`src/rtl/cgra_exec_pkg.sv`:
```
// Shared types and defaults for the PE array execution controller.
// Optional stats output is enabled by defining PE_ARRAY_EXEC_STATS_EN.
package cgra_exec_pkg;

  typedef enum logic [1:0] {
    S_IDLE  = 2'd0,
    S_RUN   = 2'd1,
    S_DRAIN = 2'd2,
    S_DONE  = 2'd3
  } exec_state_t;

  localparam int DEF_SYS_DWIDTH = 32;
  localparam int DEF_CNT_WIDTH  = 16;
  localparam int DEF_STORE_LAT  = 1;
  localparam int DEF_FIFO_DEPTH = 4;

  // Holds a count of up to STORE_LAT+1 outstanding busy steps.
  function automatic int inflight_width(input int store_lat);
    return $clog2(store_lat + 1) + 1;
  endfunction

endpackage

```
`src/rtl/exec_store_fifo.sv`:
```
// Store-pair FIFO: power-of-two depth, occupancy count, push and pop
// permitted in the same cycle at any occupancy (including full).
module exec_store_fifo #(
  parameter int WIDTH = 64,
  parameter int DEPTH = 4
) (
  input  logic             clk,
  input  logic             reset,
  input  logic             push,
  input  logic [WIDTH-1:0] wdata,
  input  logic             pop,
  output logic [WIDTH-1:0] rdata,
  output logic             valid,
  output logic [$clog2(DEPTH):0] count
);

  localparam int AW = $clog2(DEPTH);
  localparam logic [AW:0] FULL = (AW+1)'(DEPTH);

  logic [DEPTH-1:0][WIDTH-1:0] mem;
  logic [AW-1:0] wr_ptr, rd_ptr;
  logic          pop_ok;

  assign valid  = (count != '0);
  assign pop_ok = pop && valid;
  assign rdata  = mem[rd_ptr];

  always_ff @(posedge clk) begin
    if (reset) begin
      wr_ptr <= '0;
      rd_ptr <= '0;
      count  <= '0;
      for (int i = 0; i < DEPTH; i++) mem[i] <= '0;
    end else begin
      if (push) begin
        mem[wr_ptr] <= wdata;
        wr_ptr      <= wr_ptr + AW'(1);
      end
      if (pop_ok) rd_ptr <= rd_ptr + AW'(1);
      case ({push, pop_ok})
        2'b10:   count <= count + (AW+1)'(1);
        2'b01:   count <= count - (AW+1)'(1);
        default: count <= count;
      endcase
    end
  end

  // The upstream credit scheme must never push into a full FIFO without a pop.
  a_no_overflow: assert property (@(posedge clk) disable iff (reset)
    !(push && !pop_ok && count == FULL));

endmodule

```
`src/rtl/pe_array_exec_ctrl.sv`:
```
// Execution controller feeding load pairs to the PE array and collecting store pairs.
// Define PE_ARRAY_EXEC_STATS_EN to add the Stall_Count output.
module pe_array_exec_ctrl
  import cgra_exec_pkg::*;
#(
  parameter int SYS_DWIDTH = DEF_SYS_DWIDTH,
  parameter int CNT_WIDTH  = DEF_CNT_WIDTH,
  parameter int STORE_LAT  = DEF_STORE_LAT,
  parameter int FIFO_DEPTH = DEF_FIFO_DEPTH
) (
  input  logic                  Clk,
  input  logic                  Reset,
  input  logic                  Start,
  input  logic [CNT_WIDTH-1:0]  Run_Cycles,
  output logic                  Done,
  input  logic                  Load_Valid,
  output logic                  Load_Ready,
  input  logic [SYS_DWIDTH-1:0] Load_Data0,
  input  logic [SYS_DWIDTH-1:0] Load_Data1,
  output logic [SYS_DWIDTH-1:0] Data0_Load,
  output logic [SYS_DWIDTH-1:0] Data1_Load,
  input  logic [SYS_DWIDTH-1:0] Data0_Store,
  input  logic [SYS_DWIDTH-1:0] Data1_Store,
  output logic                  PE_Array_Busy,
  output logic                  Store_Valid,
  input  logic                  Store_Ready,
  output logic [SYS_DWIDTH-1:0] Store_Data0,
  output logic [SYS_DWIDTH-1:0] Store_Data1
`ifdef PE_ARRAY_EXEC_STATS_EN
  ,
  output logic [CNT_WIDTH-1:0]  Stall_Count
`endif
);

  localparam int IW  = inflight_width(STORE_LAT);
  localparam int FCW = $clog2(FIFO_DEPTH) + 1;
  localparam int CRW = ((FCW > IW) ? FCW : IW) + 1;

  exec_state_t            state;
  logic [CNT_WIDTH-1:0]   run_len;
  logic [CNT_WIDTH-1:0]   step_cnt;
  logic [STORE_LAT:0]     vld_pipe;
  logic [IW-1:0]          inflight;
  logic [FCW-1:0]         fifo_count;
  logic [CRW-1:0]         credit_used;
  logic [2*SYS_DWIDTH-1:0] head;
  logic                   fire, push, pop, drain_done;

  // vld_pipe[0] is the live busy step; vld_pipe[k] is that step delayed by k.
  always_comb begin
    inflight = '0;
    for (int i = 0; i <= STORE_LAT; i++) inflight = inflight + IW'(vld_pipe[i]);
  end

  // Every step not yet popped holds a FIFO slot, so the FIFO can never overflow.
  assign credit_used   = CRW'(fifo_count) + CRW'(inflight);
  assign fire          = (state == S_RUN) && Load_Valid && (credit_used < CRW'(FIFO_DEPTH));
  assign Load_Ready    = fire;
  assign PE_Array_Busy = vld_pipe[0];
  assign push          = vld_pipe[STORE_LAT];
  assign pop           = Store_Valid && Store_Ready;
  assign drain_done    = (vld_pipe == '0) &&
                         ((fifo_count == '0) || ((fifo_count == FCW'(1)) && pop));

  always_ff @(posedge Clk) begin
    if (Reset) begin
      state      <= S_IDLE;
      run_len    <= '0;
      step_cnt   <= '0;
      vld_pipe   <= '0;
      Data0_Load <= '0;
      Data1_Load <= '0;
      Done       <= 1'b0;
    end else begin
      vld_pipe <= {vld_pipe[STORE_LAT-1:0], fire};
      Done     <= 1'b0;
      if (fire) begin
        Data0_Load <= Load_Data0;
        Data1_Load <= Load_Data1;
        step_cnt   <= step_cnt + CNT_WIDTH'(1);
      end
      case (state)
        S_IDLE: begin
          if (Start) begin
            run_len  <= Run_Cycles;
            step_cnt <= '0;
            if (Run_Cycles == '0) begin
              state <= S_DONE;
              Done  <= 1'b1;
            end else begin
              state <= S_RUN;
            end
          end
        end
        S_RUN: begin
          if (fire && (step_cnt == run_len - CNT_WIDTH'(1))) state <= S_DRAIN;
        end
        S_DRAIN: begin
          if (drain_done) begin
            state <= S_DONE;
            Done  <= 1'b1;
          end
        end
        S_DONE:  state <= S_IDLE;
        default: state <= S_IDLE;
      endcase
    end
  end

`ifdef PE_ARRAY_EXEC_STATS_EN
  always_ff @(posedge Clk) begin
    if (Reset) begin
      Stall_Count <= '0;
    end else if ((state == S_IDLE) && Start) begin
      Stall_Count <= '0;
    end else if ((state == S_RUN) && !fire && (Stall_Count != '1)) begin
      Stall_Count <= Stall_Count + CNT_WIDTH'(1);
    end
  end
`endif

  exec_store_fifo #(
    .WIDTH (2*SYS_DWIDTH),
    .DEPTH (FIFO_DEPTH)
  ) u_store_fifo (
    .clk   (Clk),
    .reset (Reset),
    .push  (push),
    .wdata ({Data0_Store, Data1_Store}),
    .pop   (pop),
    .rdata (head),
    .valid (Store_Valid),
    .count (fifo_count)
  );

  assign Store_Data0 = head[2*SYS_DWIDTH-1:SYS_DWIDTH];
  assign Store_Data1 = head[SYS_DWIDTH-1:0];

endmodule

```
`config.mk`:
```
export PLATFORM = sky130hd
export DESIGN_NAME = pe_array_exec_ctrl
export DESIGN_NICKNAME = d
export VERILOG_FILES = /design/src/rtl/cgra_exec_pkg.sv /design/src/rtl/exec_store_fifo.sv /design/src/rtl/pe_array_exec_ctrl.sv
export SDC_FILE = /design/constraint.sdc
export NUM_CORES = 1
export LEC_CHECK = 0
export CAP_MARGIN = 20
export CORE_ASPECT_RATIO = 0.5
export CORE_UTILIZATION = 47
export DETAILED_ROUTE_END_ITERATION = 12
export PLACE_DENSITY = 0.88
export SLEW_MARGIN = 20
export SYNTH_ARGS = -nofsm -noshare
export SYNTH_HDL_FRONTEND = slang
export SYNTH_SLANG_ARGS = --single-unit
export TNS_END_PERCENT = 1
```
`constraint.sdc`:
```
create_clock -name Clk -period 2.4 [get_ports Clk]
set_input_delay 0.24 -clock Clk [delete_from_list [all_inputs] [get_ports Clk]]
set_output_delay 0.24 -clock Clk [all_outputs]
set_load 0.005 [all_outputs]
```
* After elaboration in Yosys (flattened, before gate mapping) *
Cells that the tools add are included.

storage, ports and cells
  register bits = 364
  input port bits = 149

cells by class
  add/sub/neg operators = 8
  $lt $le $gt $ge = 4
  eq/ne operators = 10
  muxes and demuxes = 18
  reduce and logical (&&, ||, !) cells = 17

operators with widths
  operator                                                                      count
  256-bit bitwise mux                                                           1
  64-bit binary-select mux with 2-bit select                                    1
  64-bit demux with 2-bit select                                                1
  64-bit two-way mux                                                            2
  16-bit two-way mux                                                            3
  16-bit by 1-bit adder with 16-bit output, second input constant               1
  16-bit == test                                                                1
  16-bit logical NOT                                                            1
  16-bit by 1-bit subtractor with 16-bit output, second input constant          1
  1-bit logical AND                                                             8
  2-bit two-way mux                                                             4
  2-bit case mux with 4 select lines                                            1
  2-bit == test, second input constant                                          3
  2-bit by 3-bit less-than comparator with 1-bit output, second input constant  2
  3-bit case mux with 2 select lines                                            1
  2-bit by 1-bit adder with 2-bit output, second input constant                 2
  3-bit by 2-bit adder with 4-bit output                                        1
  2-bit by 1-bit == test with 1-bit output, second input constant               2
  2-bit logical NOT                                                             2
  4-bit by 3-bit less-than comparator with 1-bit output, second input constant  1
  2-bit inequality test, second input constant                                  2
  3-bit by 1-bit adder with 3-bit output, second input constant                 1
  3-bit by 1-bit == test with 1-bit output, second input constant               1
  3-bit logical NOT                                                             1
  other kinds (11)                                                              13

* Depth between registers and ports, before layout *
  depth in word-level cells = 7
  gate-level depth with buffers = 11
  mapped depth without buffers = 10

* Cells and area by module *
From an unflattened synthesis, not the netlist that was laid out.

second synthesis, totals
  cells, all modules = 1772
  area total of the unflattened synthesis = 15112.0 um^2

by module, submodules not included
  module              times used  cells an instance  area each (um^2)
  exec_store_fifo     1           1231               10850.4
  pe_array_exec_ctrl  1           541                4261.6

* Worst setup path before layout *
OpenSTA, ideal clock, no wires.

  path type = register to register
  start = reg u_store_fifo.count[0]
  end = reg state[0]
  setup time = 120 ps
  arrival = 2429 ps
  data required time = 2280 ps
  slack = -148 ps
  stages on the path, launching flop included = 11
  period minus slack after synthesis = 2548 ps
  cell sequence = dfxtp_1 ha_1 a21o_1 a211o_1 buf_6 inv_4 nand4_1 or4_1 a2111o_1 and2_1 o31a_1

on the way
  cells in the longest elaborated chain, start to end = 7

RTL lines
  item                                                                                            RTL line                  text
  start, declared                                                                                 exec_store_fifo.sv:14     output logic [$clog2(DEPTH):0] count
  start signal, assigned                                                                          exec_store_fifo.sv:41     2'b10: count <= count + (AW+1)'(1);
  start signal, assigned                                                                          exec_store_fifo.sv:42     2'b01: count <= count - (AW+1)'(1);
  start signal, assigned                                                                          exec_store_fifo.sv:43     default: count <= count;
  parallel branches: the longest is 6 deep, another holds 3-bit by 2-bit adder with 4-bit output  --
  3-bit AND reduction (no line) *                                                                 --
  end signal, assigned                                                                            pe_array_exec_ctrl.sv:67  state <= S_IDLE;
  end signal, assigned                                                                            pe_array_exec_ctrl.sv:88  state <= S_DONE;
  end signal, assigned                                                                            pe_array_exec_ctrl.sv:91  state <= S_RUN;
  end, declared                                                                                   pe_array_exec_ctrl.sv:39  exec_state_t state;

Every way passes the cells marked *.
A chain may end at the register's enable or synchronous reset.

* Worst setup path after layout *
  start = reg u_store_fifo.count[1]
  end = reg state[0]

The elaborated chain is that of the path after synthesis.

==> results.txt <==
The global routing usage summed across all routing layers is 25.4%. The number of distinct library cell variants in the gate-level netlist after synthesis is 45. Among cell families on the critical path, the largest total delay comes from compound AO/OA/AOI/OAI gates. The share of total power dissipated in combinational logic is a little over a fifth. The run finished, with violations left. After synthesis, the mean cell area works out to roughly 8.4 um^2. The fraction of synthesis flops using an asynchronous set or reset pin came out at 0%. The number of setup buffers added after CTS came out at 0.

The placer's final routability congestion estimate came out at a little under 0.9. Setup repair after global routing could not meet its margin everywhere. The via count of the first global-routing pass is 13,500. The placed instances occupy a cell area of 18,300 um^2.

The number of buffers on the longest clock path came out at 3. The share of the clock period used by the worst path is 103%. The power dissipated by switching net loads came out at between 0.004 and 0.005 W. The worst hold path belongs to the class primary input to flip-flop.

The checks that failed: negative setup slack. The final instance area is slightly below 20,000 um^2. In this run the number of cells on the critical path is 8.

The arrival time reported for the critical path endpoint came out at 2.88 ns. The worst setup path is launched from a flip-flop. TritonCTS built the clock tree.

The switching fraction of total power came out at between 20% and 30%. The die height is 127 um. The power share of the sequential group is around two fifths. The worst slew slack as a fraction of its limit is between 40% and 50%. The routed length per placed instance is between 15 and 20 um.

The leakage power summed over all cells came out at ~7.0 nW. The fraction of final layout cells sized beyond drive strength 1 came out at between 9 and 10%. On the critical path, the stage with the largest delay is an instance of sky130_fd_sc_hd__or4_1. The first global-routing pass estimated ~66 mm of wire. The total iterations of the first detailed-routing run came out at 8. Summing all multi-input logic gate instances after layout gives around 7000 um^2. The total via count after detailed routing came out at ~13,000. Dividing total power by cell area gives a power density of ~800 nW/um^2. On the final layout, the worst hold slack is about 0.068 ns. The area growth from synthesis to final layout is 32.1%. Of all nets on the critical path, the largest fanout is 3.

The initial antenna violation count came out at 2. The top-area cell type share of the netlist area is 49.3%. After synthesis, flip-flops and latches occupy 49.3% of the total area. The number of flip-flops and latches in the synthesized netlist came out at 364.

The routed wire length came out at 41.9 mm. Global routing consumed, on the met1 layer, between 20% and 30% of the routing resources. The delay of the slowest critical-path stage is around 0.52 ns. The final-report max-slew violation count is 0.

The fmax is 0.403 GHz. The number of standard-cell rows in the floorplan is between 40 and 50. Once detailed placement completed, the half-perimeter wirelength came to roughly 26 mm. The most numerous cell in the Yosys netlist is sky130_fd_sc_hd__nand2_1. The layout has 2,385 filler cells. The remaining antenna violation count is 0. The total core area came out at about 31,000 um^2. IR analysis of the VDD net gives a maximum drop of slightly above 0.0006 V. The final-report setup violation count came out at 2. The pin count of the biggest net entering global routing came out at ~110.

The global routing stage identified its most utilized layer as met2. The total global routing overflow came out at 0. The number of enable flip-flop cells after synthesis came out at 0. Walking the worst path, the cells encountered are inv_1, ha_1, a21oi_1, a221o_1, or4_1, a2111o_1, and2_4, o31a_1. The number of top-level pins is approximately 280. In the final design database the tool counted approximately 2,200 nets. The count of warnings emitted by yosys is 0. The die boundary width is about 250 um.

Of all cell types, the one taking the most synthesized area is sky130_fd_sc_hd__dfxtp_1. Port buffering added 280 buffers. After clock tree synthesis, the clock-pin slew on the worst setup and hold paths is 0.06 ns.

The setup path with the least slack is of type flip-flop to flip-flop. The starting density of the core is 48.3%. The critical path data required time came out at between 2 and 3 ns. The number of cells on the worst reg-to-reg path came out at 8. The number of sinks handled by clock tree synthesis is between 300 and 400. The number of instances on the worst hold path came out at 2. The met2 usage in global routing is between 40 and 50%. Sorting the synthesized cells by area gives the leading types as sky130_fd_sc_hd__dfxtp_1 49%, sky130_fd_sc_hd__nand2_1 18%, sky130_fd_sc_hd__a21oi_1 12%. Clock tree synthesis selected as its root buffer the cell sky130_fd_sc_hd__clkbuf_16. Once placement completed, the tool counted placed cells totaling 2,400. The met3 track demand over resource in global routing came out at 5.03%. The clock latency reported for the late side of the worst-skew pair is approximately 0.53 ns. The transition time of the tightest slew-check pin came out at between 0.8 and 0.9 ns. The time the final worst path needs with I/O delays and setup is approximately 2.5 ns. STA classifies the critical path endpoint as a flip-flop. The number of nets handed over by synthesis was ~1,900.

The number of DRC violations after detailed routing is 0. Ranked by instance count, the synthesized netlist is headed by 693 x sky130_fd_sc_hd__nand2_1, 364 x sky130_fd_sc_hd__dfxtp_1, 345 x sky130_fd_sc_hd__a21oi_1. After the flow finishes, the layout carries non-filler instances totaling ~2,500. The clock skew is approximately 0.029 ns. The number of buffers inserted during clock tree synthesis is 34. The count of max-cap constraint violations is 0. Cell internal power was estimated by the tool at 0.0114 W. The final hold violation count is 0. The top flip-flop cell by instance count after synthesis is sky130_fd_sc_hd__dfxtp_1. The H-tree level count is 2. The total buffers and inverters traversed by the critical path came out at 1. The minimum setup slack in the final design is -0.0796 ns. The post-synthesis cell count is 1,768.

The die area is between 30,000 and 40,000 um^2. The average via count per standard cell is approximately 5.5. The proportion of power drawn by the clock network came out at between 30% and 40%. The synthesized area is about 15,000 um^2. Registers take approximately 7300 um^2. The initial detailed-routing violation count came out at roughly 980.
## power groups by stage
stage	Combinational [W]	Sequential (W)	Clock (W)
after global placement	0.00318	0.00663	0
final	0.00331	0.00653	0.00580
after detailed placement	0.00324	0.00665	0
after CTS	0.00327	0.00652	0.00587
after floorplan	0.00181	0.00663	0
after global routing	0.00362	0.00656	0.00615
## per-layer routing
layer  wire length (um)  part of all wire, %
met2              20800                   50
met5                  0                    0
met3               3000                  7.2
met1              16300                   39
met4               1740                  4.2
## logic make-up after synthesis
| group | Yosys count | share of synthesized area [%] |
|---|---|---|
| mux | 66 | 9.88 |
| simple gates | 777 | 20.8 |
| flops | 364 | 49.3 |
| compound gates | 365 | 12.8 |
| buf+inv | 141 | 3.65 |
| fa+ha+maj | 15 | 1.27 |
| xor+xnor | 40 | 2.37 |
## final cells by class
cell class | count | area share [%]
diodes | 2 | 0.0256
clock inverters | 12 | 1.18
multi-input cells | 1263 | 35.9
inverters | 12 | 0.256
clock buffers | 45 | 4.88
repair buffers | 338 | 17.7
well taps | 423 | 2.71
flip-flops and latches | 364 | 37.4
## worst register-to-register path, stage by stage, from the launching register on
cell	delay (ns)
sky130_fd_sc_hd__dfxtp_1	0.33
sky130_fd_sc_hd__inv_1	0.16
sky130_fd_sc_hd__ha_1	0.19
sky130_fd_sc_hd__a21oi_1	0.10
sky130_fd_sc_hd__a221o_1	0.34
sky130_fd_sc_hd__or4_1	0.52
sky130_fd_sc_hd__a2111o_1	0.34
sky130_fd_sc_hd__and2_4	0.16
sky130_fd_sc_hd__o31a_1	0.23
## layout by cell type, fill, tap and decap left out, drive strengths merged, types with 28 or more instances in the layout
cell type / count
buf: 59
a21oi: 345
mux4: 64
dfxtp: 364
nand2: 693
clkbuf: 45
clkdlybuf4s50: 223
dlygate4sd2: 36
nor2: 28
## metrics by stage
stage               setup WS [ns]  TNS, ns  utilization (%)  power [W]
floorplan                  -0.119   -0.162                -    0.00844
global placement           -0.149   -0.237             59.6    0.00981
detailed placement         -0.202   -0.363             59.6    0.00988
CTS                        -0.110   -0.254             63.4     0.0157
global route               -0.183   -0.335             63.8     0.0163
finish                    -0.0796  -0.0987             63.8     0.0156
## state kept, by name, indices dropped and copies added (netlist names)
name,count
u_store_fifo.rd_ptr,2
Done,1
state,2
run_len,16
vld_pipe,2
step_cnt,16
Data0_Load,32
u_store_fifo.count,3
Data1_Load,32
u_store_fifo.mem,256
u_store_fifo.wr_ptr,2
## worst paths after layout
| kind | slack, ns | to | start |
|---|---|---|---|
| setup / recovery | -0.08 | state[0] | u_store_fifo.count[1] |
| hold / removal | 0.07 | u_store_fifo.mem[254] | Reset |
| setup reg to reg | -0.08 | state[0] | u_store_fifo.count[1] |
| hold reg to reg | 0.45 | Data1_Load[29] | Data1_Load[29] |
## what timing repair did
action / 4_1_cts / 5_1_grt
hold buffers: 0 / 0
pin swaps: 2 / 0
setup endpoints to repair: 64 / 36
resized for setup: 43 / 30
Power figures use the tool's default switching activity.
